`config.mk`:
```
export PLATFORM = sky130hd
export DESIGN_NAME = protocol_tx_dispatcher
export DESIGN_NICKNAME = d
export VERILOG_FILES = /design/src/rtl/protocol_tx_dispatcher.sv
export SDC_FILE = /design/constraint.sdc
export NUM_CORES = 1
export LEC_CHECK = 0
export BUFFER_PORTS_ARGS = -buffer_cell sky130_fd_sc_hd__buf_4
export CORE_MARGIN = 2
export CORE_UTILIZATION = 58
export CTS_BUF_LIST = sky130_fd_sc_hd__clkbuf_4
export DETAILED_ROUTE_END_ITERATION = 12
export PLACE_DENSITY = 0.82
export SYNTH_ARGS = -nofsm -noshare
export SYNTH_HDL_FRONTEND = slang
export SYNTH_SLANG_ARGS = --single-unit
```
`constraint.sdc`:
```
create_clock -name clk -period 2.6 [get_ports clk]
set_clock_uncertainty 0.1 [all_clocks]
set_input_delay 0.65 -clock clk [delete_from_list [all_inputs] [get_ports clk]]
set_output_delay 0.65 -clock clk [all_outputs]
set_load 0.05 [all_outputs]
```
`src/rtl/protocol_tx_dispatcher.sv`:
```
// Host byte queue that launches one transfer at a time on the SPI, I2C or UART engine.
// Optional WAIT_DONE watchdog is compiled in when DISPATCH_TIMEOUT_EN is defined.

// Generic circular FIFO with an occupancy count and a combinational head.
// Latency: a pushed entry becomes visible at the head on the edge after the write.
// Backpressure: push_rdy drops when full; a pop on an empty FIFO is ignored.
module dispatch_fifo #(
    parameter int W     = 8,
    parameter int DEPTH = 4
) (
    input  logic                   clk,
    input  logic                   reset_n,
    input  logic                   push_vld,
    input  logic [W-1:0]           push_dat,
    output logic                   push_rdy,
    input  logic                   pop_vld,
    output logic [W-1:0]           head_dat,
    output logic [$clog2(DEPTH):0] count
);
    localparam int PTR_W = $clog2(DEPTH);
    localparam int CNT_W = PTR_W + 1;

    logic [W-1:0]     mem [DEPTH];
    logic [PTR_W-1:0] wr_ptr;
    logic [PTR_W-1:0] rd_ptr;
    logic             push_ok;
    logic             pop_ok;

    assign push_rdy = (count < CNT_W'(DEPTH));
    assign push_ok  = push_vld && push_rdy;
    assign pop_ok   = pop_vld && (count != '0);
    assign head_dat = mem[rd_ptr];

    always_ff @(posedge clk) begin
        if (push_ok) begin
            mem[wr_ptr] <= push_dat;
        end
    end

    // DEPTH is a power of two, so pointer overflow is the modulo wrap.
    always_ff @(posedge clk or negedge reset_n) begin
        if (!reset_n) begin
            wr_ptr <= '0;
            rd_ptr <= '0;
            count  <= '0;
        end else begin
            if (push_ok) begin
                wr_ptr <= wr_ptr + PTR_W'(1);
            end
            if (pop_ok) begin
                rd_ptr <= rd_ptr + PTR_W'(1);
            end
            case ({push_ok, pop_ok})
                2'b10:   count <= count + CNT_W'(1);
                2'b01:   count <= count - CNT_W'(1);
                default: count <= count;
            endcase
        end
    end
endmodule

// Pops queued bytes and issues each to the one-hot selected engine, one in flight.
// Latency: byte accepted on edge N gives a start pulse in the cycle after edge N+2.
// Backpressure: in_ready low when the FIFO is full; engine completion gates the next issue.
module protocol_tx_dispatcher #(
    parameter int DATA_W  = 8,
    parameter int DEPTH   = 4,
    parameter int TIMEOUT = 255
) (
    input  logic                   clk,
    input  logic                   reset_n,
    input  logic [2:0]             select,
    input  logic [DATA_W-1:0]      in_data,
    input  logic                   in_valid,
    output logic                   in_ready,
    output logic [DATA_W-1:0]      tx_data,
    output logic                   SPI_start,
    output logic                   I2C_start,
    output logic                   Ux_start,
    input  logic                   SPI_busy,
    input  logic                   I2C_busy,
    input  logic                   Ux_busy,
    input  logic                   SPI_valid,
    input  logic                   I2C_valid,
    input  logic                   Ux_valid,
    output logic [$clog2(DEPTH):0] fifo_count,
    output logic                   sel_error,
    output logic                   timeout
);
    localparam int TMR_W = $clog2(TIMEOUT + 1);

    typedef enum logic [1:0] {
        IDLE,
        ISSUE,
        WAIT_DONE
    } state_t;

    state_t            state;
    logic [2:0]        target;
    logic [DATA_W-1:0] head_dat;
    logic              sel_onehot;
    logic              fifo_nonempty;
    logic              pop;
    logic              target_done;
    logic              unused_busy;

    dispatch_fifo #(
        .W     (DATA_W),
        .DEPTH (DEPTH)
    ) u_fifo (
        .clk      (clk),
        .reset_n  (reset_n),
        .push_vld (in_valid),
        .push_dat (in_data),
        .push_rdy (in_ready),
        .pop_vld  (pop),
        .head_dat (head_dat),
        .count    (fifo_count)
    );

    assign sel_onehot    = (select == 3'b001) || (select == 3'b010) || (select == 3'b100);
    assign fifo_nonempty = (fifo_count != '0);
    assign pop           = (state == IDLE) && fifo_nonempty && sel_onehot;
    // Only the latched engine can end a transfer; the others are never looked at.
    assign target_done   = |(target & {Ux_valid, I2C_valid, SPI_valid});
    // Busy lines are informational; completion is signalled by *_valid alone.
    assign unused_busy   = SPI_busy | I2C_busy | Ux_busy;

`ifdef DISPATCH_TIMEOUT_EN
    logic [TMR_W-1:0] timer;

    always_ff @(posedge clk or negedge reset_n) begin
        if (!reset_n) begin
            state     <= IDLE;
            target    <= 3'b000;
            tx_data   <= '0;
            SPI_start <= 1'b0;
            I2C_start <= 1'b0;
            Ux_start  <= 1'b0;
            sel_error <= 1'b0;
            timeout   <= 1'b0;
            timer     <= '0;
        end else begin
            SPI_start <= 1'b0;
            I2C_start <= 1'b0;
            Ux_start  <= 1'b0;
            sel_error <= 1'b0;
            timeout   <= 1'b0;
            case (state)
                IDLE: begin
                    if (pop) begin
                        target  <= select;
                        tx_data <= head_dat;
                        state   <= ISSUE;
                    end else if (fifo_nonempty) begin
                        sel_error <= 1'b1;
                    end
                end
                ISSUE: begin
                    {Ux_start, I2C_start, SPI_start} <= target;
                    timer <= '0;
                    state <= WAIT_DONE;
                end
                WAIT_DONE: begin
                    if (target_done) begin
                        timer <= '0;
                        state <= IDLE;
                    end else if (timer == TMR_W'(TIMEOUT - 1)) begin
                        // The abandoned byte is not retried.
                        timeout <= 1'b1;
                        timer   <= '0;
                        state   <= IDLE;
                    end else begin
                        timer <= timer + TMR_W'(1);
                    end
                end
                default: state <= IDLE;
            endcase
        end
    end
`else
    logic [TMR_W-1:0] unused_timeout_cfg;

    assign unused_timeout_cfg = TMR_W'(TIMEOUT);
    assign timeout            = 1'b0;

    always_ff @(posedge clk or negedge reset_n) begin
        if (!reset_n) begin
            state     <= IDLE;
            target    <= 3'b000;
            tx_data   <= '0;
            SPI_start <= 1'b0;
            I2C_start <= 1'b0;
            Ux_start  <= 1'b0;
            sel_error <= 1'b0;
        end else begin
            SPI_start <= 1'b0;
            I2C_start <= 1'b0;
            Ux_start  <= 1'b0;
            sel_error <= 1'b0;
            case (state)
                IDLE: begin
                    if (pop) begin
                        target  <= select;
                        tx_data <= head_dat;
                        state   <= ISSUE;
                    end else if (fifo_nonempty) begin
                        sel_error <= 1'b1;
                    end
                end
                ISSUE: begin
                    {Ux_start, I2C_start, SPI_start} <= target;
                    state <= WAIT_DONE;
                end
                WAIT_DONE: begin
                    if (target_done) begin
                        state <= IDLE;
                    end
                end
                default: state <= IDLE;
            endcase
        end
    end
`endif
endmodule

```
==> results of run 1 <==
-- layout by cell type (no fill, tap or decap), types with 2 or more instances in the layout --
cell and instances:
inv_1 7, o21ai_0 2, clkbuf_4 5, mux2_4 8, edfxtp_1 32, nand2_1 2
mux2_2 2, ha_1 5, nor2_1 2, nor2b_1 4, and2_1 7, buf_4 34
dfrtp_1 24, xor2_1 4, mux4_2 8, xnor2_1 3
-- worst min path at each step --
stage | startpoint | to | slack [ns] | depth (start not counted)
after global routing | reset_n | tx_data[4] | 0.05 | 1
after CTS | reset_n | tx_data[0] | 0.04 | 1
after detailed placement | tx_data[7] | tx_data[7] | 0.40 | 1
after floorplan | reset_n | I2C_start | 0.25 | 0
after global placement | tx_data[7] | tx_data[7] | 0.40 | 1
final | reset_n | tx_data[4] | 0.03 | 1
-- logic make-up after synthesis --
logic type | count (synthesis) | share of synthesized area (%)
flip-flops | 56 | 67.9
AND/OR/NAND/NOR | 20 | 5.71
multiplexers | 19 | 14.5
buffers and inverters | 12 | 2.88
AO/OA/AOI/OAI | 9 | 2.66
XOR/XNOR | 7 | 2.66
adder cells (fa/ha/maj) | 6 | 3.59
other | 1 | 0.163
-- worst register-to-register path, cell delays in order, from the launching register on --
cell and delay [ns]:
dfrtp_1 0.44, or3_4 0.42, nand2_4 0.10, nor2_4 0.04, ha_1 0.22, inv_1 0.08
fa_1 0.42, mux2i_1 0.18
-- power groups by stage --
stage | Combinational (mW) | Clock, mW | Sequential, mW
floorplan | 0.779 | 0 | 1.70
global placement | 1.38 | 0 | 1.41
detailed placement | 1.44 | 0 | 1.42
CTS | 1.44 | 0.474 | 1.40
global route | 1.52 | 0.506 | 1.44
finish | 1.43 | 0.464 | 1.40
-- area by class of cell --
class                   instances  area [µm²]
multi-input cells              62         673
repair buffers                 34         255
inverters                       7        26.3
clock inverters                 3        42.5
clock buffers                   5        37.5
flip-flops and latches         56        1560
fillers                       253        1090
well taps                      48        60.1
-- sequential cells by signal (all words and copies together), names as in the netlist --
register,count
I2C_start,1
SPI_start,1
Ux_start,1
sel_error,1
state,2
target,3
tx_data,8
u_fifo.count,3
u_fifo.mem,32
u_fifo.rd_ptr,2
u_fifo.wr_ptr,2
-- through the flow --
| step | hold slack [ns] | instance area (µm²) | total power, mW | utilization (%) | setup WS, ns |
|---|---|---|---|---|---|
| 4_1_cts | 0.0392 | 2660 | 3.32 | 71.0 | 0.525 |
| 2_1_floorplan | 0.254 | 2300 | 2.47 | - | 0.218 |
| 3_3_place_gp | 0.399 | 2580 | 2.79 | 68.8 | 0.225 |
| 6_report | 0.0323 | 2660 | 3.29 | 71.0 | 0.534 |
| 5_1_grt | 0.0462 | 2660 | 3.47 | 71.0 | 0.455 |
| 3_5_place_dp | 0.403 | 2580 | 2.86 | 68.8 | 0.180 |
-- per-layer routing --
| layer | wire, µm | global-route usage [%] | up-vias | share of wire (%) |
|---|---|---|---|---|
| li1 | - | - | 539 | - |
| met1 | 1520 | 24.7 | 607 | 40 |
| met2 | 2100 | 34.4 | 26 | 55 |
| met3 | 166 | 4.39 | 6 | 4.3 |
| met4 | 42 | 6.89 | 0 | 1.1 |
| met5 | 0 | 0 | - | 0 |
==> flow_summary.json, run 1 <==
{
  "outcome": "finished, final reports clean",
  "ys_ff_latch": 56,
  "gr-usage-all-layers_pct": 19.9,
  "worstSetupEndpointType": "register",
  "cts.clk_slew.worst_paths_ns": 0.16,
  "htreeDepth": 2,
  "fin_setup_tns_ns": 0,
  "async_reset_ff_share_pct": 42.9,
  "numCtsBuffers": 5,
  "cts_tree": "yes",
  "io_buffer_count": 32,
  "vias": 1178,
  "synth_nets": 156,
  "post_cts_buffers": 0,
  "p_leak_nw": 1.09,
  "rows": 22,
  "diodes": 0,
  "power_density_nw_per_um2": 1240,
  "seq_area_frac_synth_pct": 67.9,
  "yosysMostFrequentCell": "edfxtp_1",
  "yosysTopAreaCellShare_pct": 41.8,
  "seqPwrFrac_pct": 42.5,
  "ctsResizeCount": 0,
  "power.internal_mw": 2.02,
  "worst_slew_pin_slew_ns": 0.584,
  "fin_crit_ns": 2.07,
  "grt_pass1_vias": 1295,
  "nNetsFinal": 192,
  "power_switching_mw": 1.27,
  "dp_cells": 207,
  "startpoint": "u_fifo.count[1]",
  "reg2reg_slack_ns": 0.53,
  "globalRouteOverflowTotal": 0,
  "synth_area_leader_cell": "edfxtp_1",
  "drc": 0,
  "path_delay_family": "adder cells",
  "start_util_pct": 61.5,
  "yosys.cell_types.count": 34,
  "ctsLongestPathBuffers": 2,
  "synth_area_per_cell_um2": 17.7,
  "path_class": "register to register",
  "r2r_start": "u_fifo.count[1]",
  "cp_num_buf_inv": 1,
  "hold_path_class": "input port to async pin",
  "yosysWarnings": 0,
  "areaGrowthSynthToFinish_pct": 15.4,
  "drt-wirelength-per-cell_um": 17.8,
  "max_cap_violations": 0,
  "combPwrFrac_pct": 43.4,
  "path_cells": "or3_4, nand2_4, nor2_4, ha_1, inv_1, fa_1, mux2i_1",
  "ir_drop_v": 0.000678,
  "critPathRequiredTime_ns": 2.80,
  "avgViaCountPerCell": 5.48,
  "drv_slew": 0,
  "fin_crit_sh_pct": 79.5,
  "endpoint": "u_fifo.count[1]",
  "grt_max_degree": 25,
  "syn_inst": 130,
  "grt_pass1_wl_um": 6340,
  "dieHeight_um": 67.0,
  "ys_top_cells_by_area": "edfxtp_1 42%, dfrtp_1 26%, mux4_2 7.8%, mux2_4 5.2%, ha_1 2.7%",
  "slew_headroom_pct": 61.1,
  "synth_edf_count": 32,
  "core_area_um2": 3740,
  "crit_fanout": 5,
  "slowest_delay_ns": 0.44,
  "critPathLaunchType": "register",
  "gp_congestion": 0.714,
  "synthTopCellsByCount": "32 x edfxtp_1, 24 x dfrtp_1, 8 x mux2_4, 8 x mux4_2",
  "reg2regPathDepth": 7,
  "pwr-share-clk_pct": 14.1,
  "ctsHoldBuffers": 0,
  "clock-sinks": 56,
  "die_area_um2": 4490,
  "hold_violations": 0,
  "crit_cells": 7,
  "drt-initial-drc-count": 54,
  "cp_data_arrival_time_ns": 2.26,
  "synth_flop_cell": "edfxtp_1",
  "die_w_um": 67.0,
  "finalNonFillerCells": 215,
  "wirelength_um": 3830,
  "max_freq_mhz": 484,
  "grt_antenna_before_repair": 0,
  "synth_area_um2": 2300,
  "rsz0062_at_grt": "no",
  "setup_viol_count_final": 0,
  "dpl.hpwl_um": 2710,
  "cp_slowest_cell": "dfrtp_1",
  "ioPinCount": 37,
  "sw_frac_of_total_pct": 38.7,
  "final_antenna_net_count": 0,
  "clock_latency_ns": 0.37,
  "reg2reg_to": "u_fifo.count[1]",
  "drive_above_1_share_pct": 38.3,
  "drtPass1Iterations": 4,
  "root_buffer": "clkbuf_4"
}
Note: power is estimated with default switching activity, not from simulation.
==> run 2, diff against run 1 <==
==> constraint.sdc (replaced) <==
create_clock -name clk -period 2.12 [get_ports clk]
set_clock_uncertainty 0.1 [all_clocks]
set_input_delay 0.53 -clock clk [delete_from_list [all_inputs] [get_ports clk]]
set_output_delay 0.53 -clock clk [all_outputs]
set_load 0.05 [all_outputs]
==> flow_summary.json, run 2 (same netlist as run 1, synthesis figures left out) <==
{
  "outcome": "finished, final reports clean",
  "post-place-ws_ns": -0.0782,
  "drv_slew": 0,
  "areaGrowthSynthToFinish_pct": 17.8,
  "cp_data_arrival_time_ns": 2.10,
  "ioPinCount": 37,
  "ctsLongestPathBuffers": 2,
  "numCtsBuffers": 5,
  "seqCellArea_um2": 1570,
  "start_util_pct": 61.5,
  "die_area_um2": 4490,
  "wirelength_um": 3700,
  "final_antenna_net_count": 0,
  "cp_slowest_cell": "dfrtp_2",
  "n_fill_cell": 252,
  "setup_viol_count_final": 0,
  "ctsResizeCount": 0,
  "grt_pass1_wl_um": 6220,
  "avgViaCountPerCell": 5.34,
  "most-common-layout-cells": "39 x buf_4, 32 x edfxtp_1, 21 x dfrtp_1, 8 x mux4_2, 8 x mux2_4",
  "largest_reg_flops": 32,
  "vias": 1181,
  "critPathLaunchType": "register",
  "worstSetupEndpointType": "register",
  "clock_latency_ns": 0.37,
  "ctsHoldBuffers": 1,
  "grt_pass1_vias": 1267,
  "path_delay_family": "simple AND/OR/NAND/NOR gates",
  "hold_violations": 0,
  "post_cts_buffers": 0,
  "diodes": 0,
  "drt-initial-drc-count": 44,
  "nNetsFinal": 198,
  "max_freq_mhz": 516,
  "dpl.hpwl_um": 2670,
  "final_common_cell": "buf_4",
  "htreeDepth": 2,
  "hold_path_class": "input port to register",
  "drive_above_1_share_pct": 44.5,
  "root_buffer": "clkbuf_4",
  "ir_drop_v": 0.000610,
  "cts_tree": "yes",
  "core_area_um2": 3740,
  "path_class": "register to register",
  "cp_num_buf_inv": 1,
  "globalRouteOverflowTotal": 0,
  "cts.clk_slew.worst_paths_ns": 0.16,
  "multi_input_area_um2": 696,
  "critPathRequiredTime_ns": 2.28,
  "p_leak_nw": 1.11,
  "path_cells": "or3_4, nand2_4, nor2_4, ha_4, inv_2, fa_2, xor2_1, nor2_1, xnor2_1",
  "dieHeight_um": 67.0,
  "rsz0062_at_grt": "no",
  "gr-usage-all-layers_pct": 19.9,
  "clock-sinks": 56,
  "crit_fanout": 5,
  "fin_setup_tns_ns": 0,
  "io_buffer_count": 32,
  "grt_antenna_before_repair": 0,
  "power_density_nw_per_um2": 1470,
  "top_regs": "u_fifo.mem (32), tx_data (8)",
  "dp_cells": 212,
  "finalNonFillerCells": 221,
  "drtPass1Iterations": 4,
  "max_cap_violations": 0,
  "die_w_um": 67.0,
  "gp_congestion": 0.708,
  "layout_setup_ws_ns": 0.184,
  "fin_crit_ns": 1.94,
  "drt-wirelength-per-cell_um": 16.8,
  "grt_max_degree": 25,
  "slowest_delay_ns": 0.46,
  "regMostFlops": "u_fifo.mem",
  "rows": 22,
  "fin_crit_sh_pct": 91.3,
  "drc": 0
}
==> run 2: changes by cell type in the layout (fill, tap and decap cells not counted), sizes merged <==
cell	delta
buf	+5
bufinv	-1
clkbuf	+1
clkinv	-1
clkinvlp	+1
dlygate4sd3	+1
==> run 2: worst paths after layout <==
| kind | slack (ns) | startpoint | end | depth (start not counted) |
|---|---|---|---|---|
| worst min register to register | 0.42 | u_fifo.count[0] | u_fifo.count[0] | 1 |
| worst max register to register | 0.18 | u_fifo.count[0] | u_fifo.count[2] | 9 |
| max in group asynchronous | 1.18 | reset_n | u_fifo.count[2] | 2 |
| worst max-delay path | 0.18 | u_fifo.count[0] | u_fifo.count[2] | 9 |
| worst min-delay path | 0.25 | in_data[7] | u_fifo.mem[2][7] | 1 |
| min in group asynchronous | 0.47 | reset_n | tx_data[7] | 2 |
==> run 2: stage by stage <==
step,hold slack (ns),utilization (%),cell area (µm²),power (mW)
2_1_floorplan,0.134,-,2330,3.07
3_3_place_gp,0.345,70.5,2640,3.49
3_5_place_dp,0.352,70.5,2640,3.58
4_1_cts,0.236,72.4,2710,4.04
5_1_grt,0.216,72.4,2710,4.23
6_report,0.246,72.4,2710,3.99
==> run 2: per-layer routing <==
layer  vias to the layer above  GRT usage, %  share of wire [%]
met1                       601          24.4                 41
met3                         5          5.57                4.9
met2                        27          34.9                 53
met4                         0          4.59                1.0
li1                        548             -                  -
met5                         -             0                  0
==> run 2: final cells by class <==
| cell class | count | share of cell area, % |
|---|---|---|
| timing repair buffer | 40 | 11.2 |
| clock buffer | 6 | 1.66 |
| sequential | 56 | 57.7 |
| inverter | 7 | 0.969 |
| tap | 48 | 2.22 |
| clock inverter | 2 | 0.600 |
| multi-input combinational | 62 | 25.7 |
==> run 2: where the power goes <==
group          switching [mW]  internal [mW]  total (mW)
Combinational            1.04          0.814        1.86
Clock                   0.318          0.146       0.463
Sequential              0.202           1.47        1.67
==> run 3, diff against run 2 <==
--- a/config.mk
+++ b/config.mk
@@ -5,11 +5,13 @@
 export SDC_FILE = /design/constraint.sdc
 export NUM_CORES = 1
 export LEC_CHECK = 0
+export ABC_AREA = 1
 export BUFFER_PORTS_ARGS = -buffer_cell sky130_fd_sc_hd__buf_4
 export CORE_MARGIN = 2
-export CORE_UTILIZATION = 58
+export CORE_UTILIZATION = 59
 export CTS_BUF_LIST = sky130_fd_sc_hd__clkbuf_4
 export DETAILED_ROUTE_END_ITERATION = 12
+export GPL_ROUTABILITY_DRIVEN = 0
 export PLACE_DENSITY = 0.82
 export SYNTH_ARGS = -nofsm -noshare
 export SYNTH_HDL_FRONTEND = slang
==> flow_summary.json, run 3 <==
{
  "outcome": "finished, final reports clean",
  "most-common-layout-cells": "72 x nand2_1, 50 x inv_1, 43 x buf_4, 32 x edfxtp_1, 31 x nand3_1",
  "rsz0062_at_grt": "no",
  "drt-initial-drc-count": 90,
  "pwr-share-clk_pct": 26.1,
  "cp_data_arrival_time_ns": 2.16,
  "drtPass1Iterations": 5,
  "drv_slew": 0,
  "syn_inst": 256,
  "yosysWarnings": 0,
  "avgViaCountPerCell": 4.89,
  "worstSetupEndpointType": "register",
  "seqPwrFrac_pct": 70.0,
  "root_buffer": "clkbuf_4",
  "synth_edf_count": 32,
  "grt_pass1_vias": 1625,
  "die_area_um2": 4790,
  "ctsHoldBuffers": 1,
  "grt_pass1_wl_um": 7580,
  "fin_crit_sh_pct": 91.1,
  "yosys.cell_types.count": 23,
  "p_leak_nw": 1.48,
  "io_buffer_count": 32,
  "hold_violations": 0,
  "synth_nets": 282,
  "nNetsFinal": 325,
  "dieHeight_um": 69.2,
  "power.internal_mw": 1.30,
  "largest_reg_flops": 32,
  "clock-sinks": 56,
  "final_antenna_net_count": 0,
  "combPwrFrac_pct": 3.9,
  "crit_fanout": 2,
  "dp_cells": 341,
  "drt-wirelength-per-cell_um": 12.9,
  "synthTopCellsByCount": "74 x nand2_1, 53 x inv_1, 32 x edfxtp_1",
  "clock_latency_ns": 0.39,
  "drc": 0,
  "synth_area_per_cell_um2": 9.81,
  "critPathRequiredTime_ns": 2.34,
  "power_switching_mw": 0.344,
  "synth_flop_cell": "edfxtp_1",
  "numCtsBuffers": 5,
  "seqCellArea_um2": 1570,
  "die_w_um": 69.2,
  "async_reset_ff_share_pct": 42.9,
  "setup_viol_count_final": 0,
  "vias": 1712,
  "drive_above_1_share_pct": 22.7,
  "diodes": 0,
  "post_cts_buffers": 0,
  "gr-usage-all-layers_pct": 20.6,
  "areaGrowthSynthToFinish_pct": 16.6,
  "ys_ff_latch": 56,
  "ir_drop_v": 0.000470,
  "max_freq_mhz": 518,
  "yosysMostFrequentCell": "nand2_1",
  "ctsResizeCount": 0,
  "globalRouteOverflowTotal": 0,
  "fin_setup_tns_ns": 0,
  "synth_area_leader_cell": "edfxtp_1",
  "seq_area_frac_synth_pct": 62.2,
  "htreeDepth": 2,
  "regMostFlops": "u_fifo.mem",
  "synth_area_um2": 2510,
  "max_cap_violations": 0,
  "wirelength_um": 4520,
  "path_class": "register to register",
  "core_area_um2": 4060,
  "cts_tree": "yes",
  "hold_path_class": "input port to register",
  "ys_top_cells_by_area": "edfxtp_1 38%, dfrtp_1 24%, nand2_1 11%, inv_1 7.9%, nand3_1 6.2%",
  "top_regs": "u_fifo.mem (32), tx_data (8)",
  "grt_max_degree": 25,
  "cts.clk_slew.worst_paths_ns": 0.16,
  "grt_antenna_before_repair": 0,
  "n_fill_cell": 286,
  "ioPinCount": 37,
  "power_density_nw_per_um2": 562,
  "yosysTopAreaCellShare_pct": 38.3,
  "rows": 23,
  "sw_frac_of_total_pct": 20.9,
  "critPathLaunchType": "register",
  "fin_crit_ns": 1.93,
  "total_power_mw": 1.65,
  "start_util_pct": 61.9,
  "final_common_cell": "nand2_1",
  "finalNonFillerCells": 350,
  "dpl.hpwl_um": 3110,
  "multi_input_area_um2": 706,
  "ctsLongestPathBuffers": 2
}
[run 3: cell types whose count changed in the layout (fill, tap and decap cells not counted), moves of 3 or more]
| cell | delta |
|---|---|
| nand2_1 | +70 |
| nand3_1 | +31 |
| mux4_2 | -8 |
| inv_1 | +44 |
| nand2_2 | +3 |
| buf_4 | +4 |
| nor2b_1 | -4 |
| and2_1 | -7 |
| inv_2 | +3 |
| nor2_1 | +8 |
| mux2_4 | -8 |
[run 3: final cells by class]
class | count | area share (%)
multi-input cells | 137 | 24.1
clock inverters | 3 | 0.470
inverters | 55 | 7.18
repair buffers | 44 | 11.4
well taps | 50 | 2.14
flip-flops and latches | 56 | 53.5
clock buffers | 5 | 1.28
[run 3: logic make-up (layout without fill, tap and decap cells)]
group | count (synthesis) | count (layout) | share of synthesized area (%)
AND/OR/NAND/NOR | 120 | 120 | 20.2
buffers and inverters | 63 | 107 | 11.0
flip-flops | 56 | 56 | 62.2
adder cells (fa/ha/maj) | 6 | 6 | 3.29
AO/OA/AOI/OAI | 6 | 6 | 1.79
XOR/XNOR | 4 | 4 | 1.40
other | 1 | 1 | 0.149
[run 3: layer usage]
layer / share of wire, % / vias up / wire, µm / global-route usage (%)
met1: 39 / 791 / 1780 / 24.6
met5: 0 / - / 0 / 0
met3: 5.0 / 7 / 226 / 5.09
met4: 1.7 / 0 / 76 / 7.63
li1: - / 865 / - / -
met2: 54 / 49 / 2440 / 36.1
[run 3: through the flow]
step / area, µm² / utilization [%] / hold WS, ns / setup WS, ns
floorplan: 2550 / - / 0.134 / -0.157
global placement: 2870 / 70.6 / 0.344 / -0.0318
detailed placement: 2870 / 70.6 / 0.350 / -0.0888
CTS: 2930 / 72.2 / 0.231 / 0.172
global route: 2930 / 72.2 / 0.209 / 0.0866
finish: 2930 / 72.2 / 0.238 / 0.188
[run 3: worst paths after layout]
check	startpoint	end	slack, ns	cells after the start
setup reg to reg	state[0]	u_fifo.count[2]	0.19	11
setup / recovery	state[0]	u_fifo.count[2]	0.19	11
hold reg to reg	tx_data[5]	tx_data[5]	0.39	2
hold / removal	in_data[6]	u_fifo.mem[2][6]	0.24	1
min in group asynchronous	reset_n	target[2]	0.45	2
max in group asynchronous	reset_n	u_fifo.rd_ptr[1]	1.21	2
[run 3: critical path: stages (launching register included)]
cell,delay (ns)
dfrtp_1,0.41
inv_1,0.07
nand2_1,0.09
a21oi_4,0.15
nand2_4,0.07
inv_2,0.06
ha_4,0.11
inv_2,0.04
fa_2,0.35
or2_4,0.23
nand2_2,0.06
xor2_1,0.14
[run 3: power by group through the flow]
stage / combinational (mW) / sequential (mW) / clock [mW]
final: 0.0636 / 1.15 / 0.430
after CTS: 0.0638 / 1.15 / 0.444
after global placement: 0.0606 / 1.18 / 0
after floorplan: 0.0191 / 1.18 / 0
after detailed placement: 0.0624 / 1.18 / 0
after global routing: 0.0707 / 1.15 / 0.494
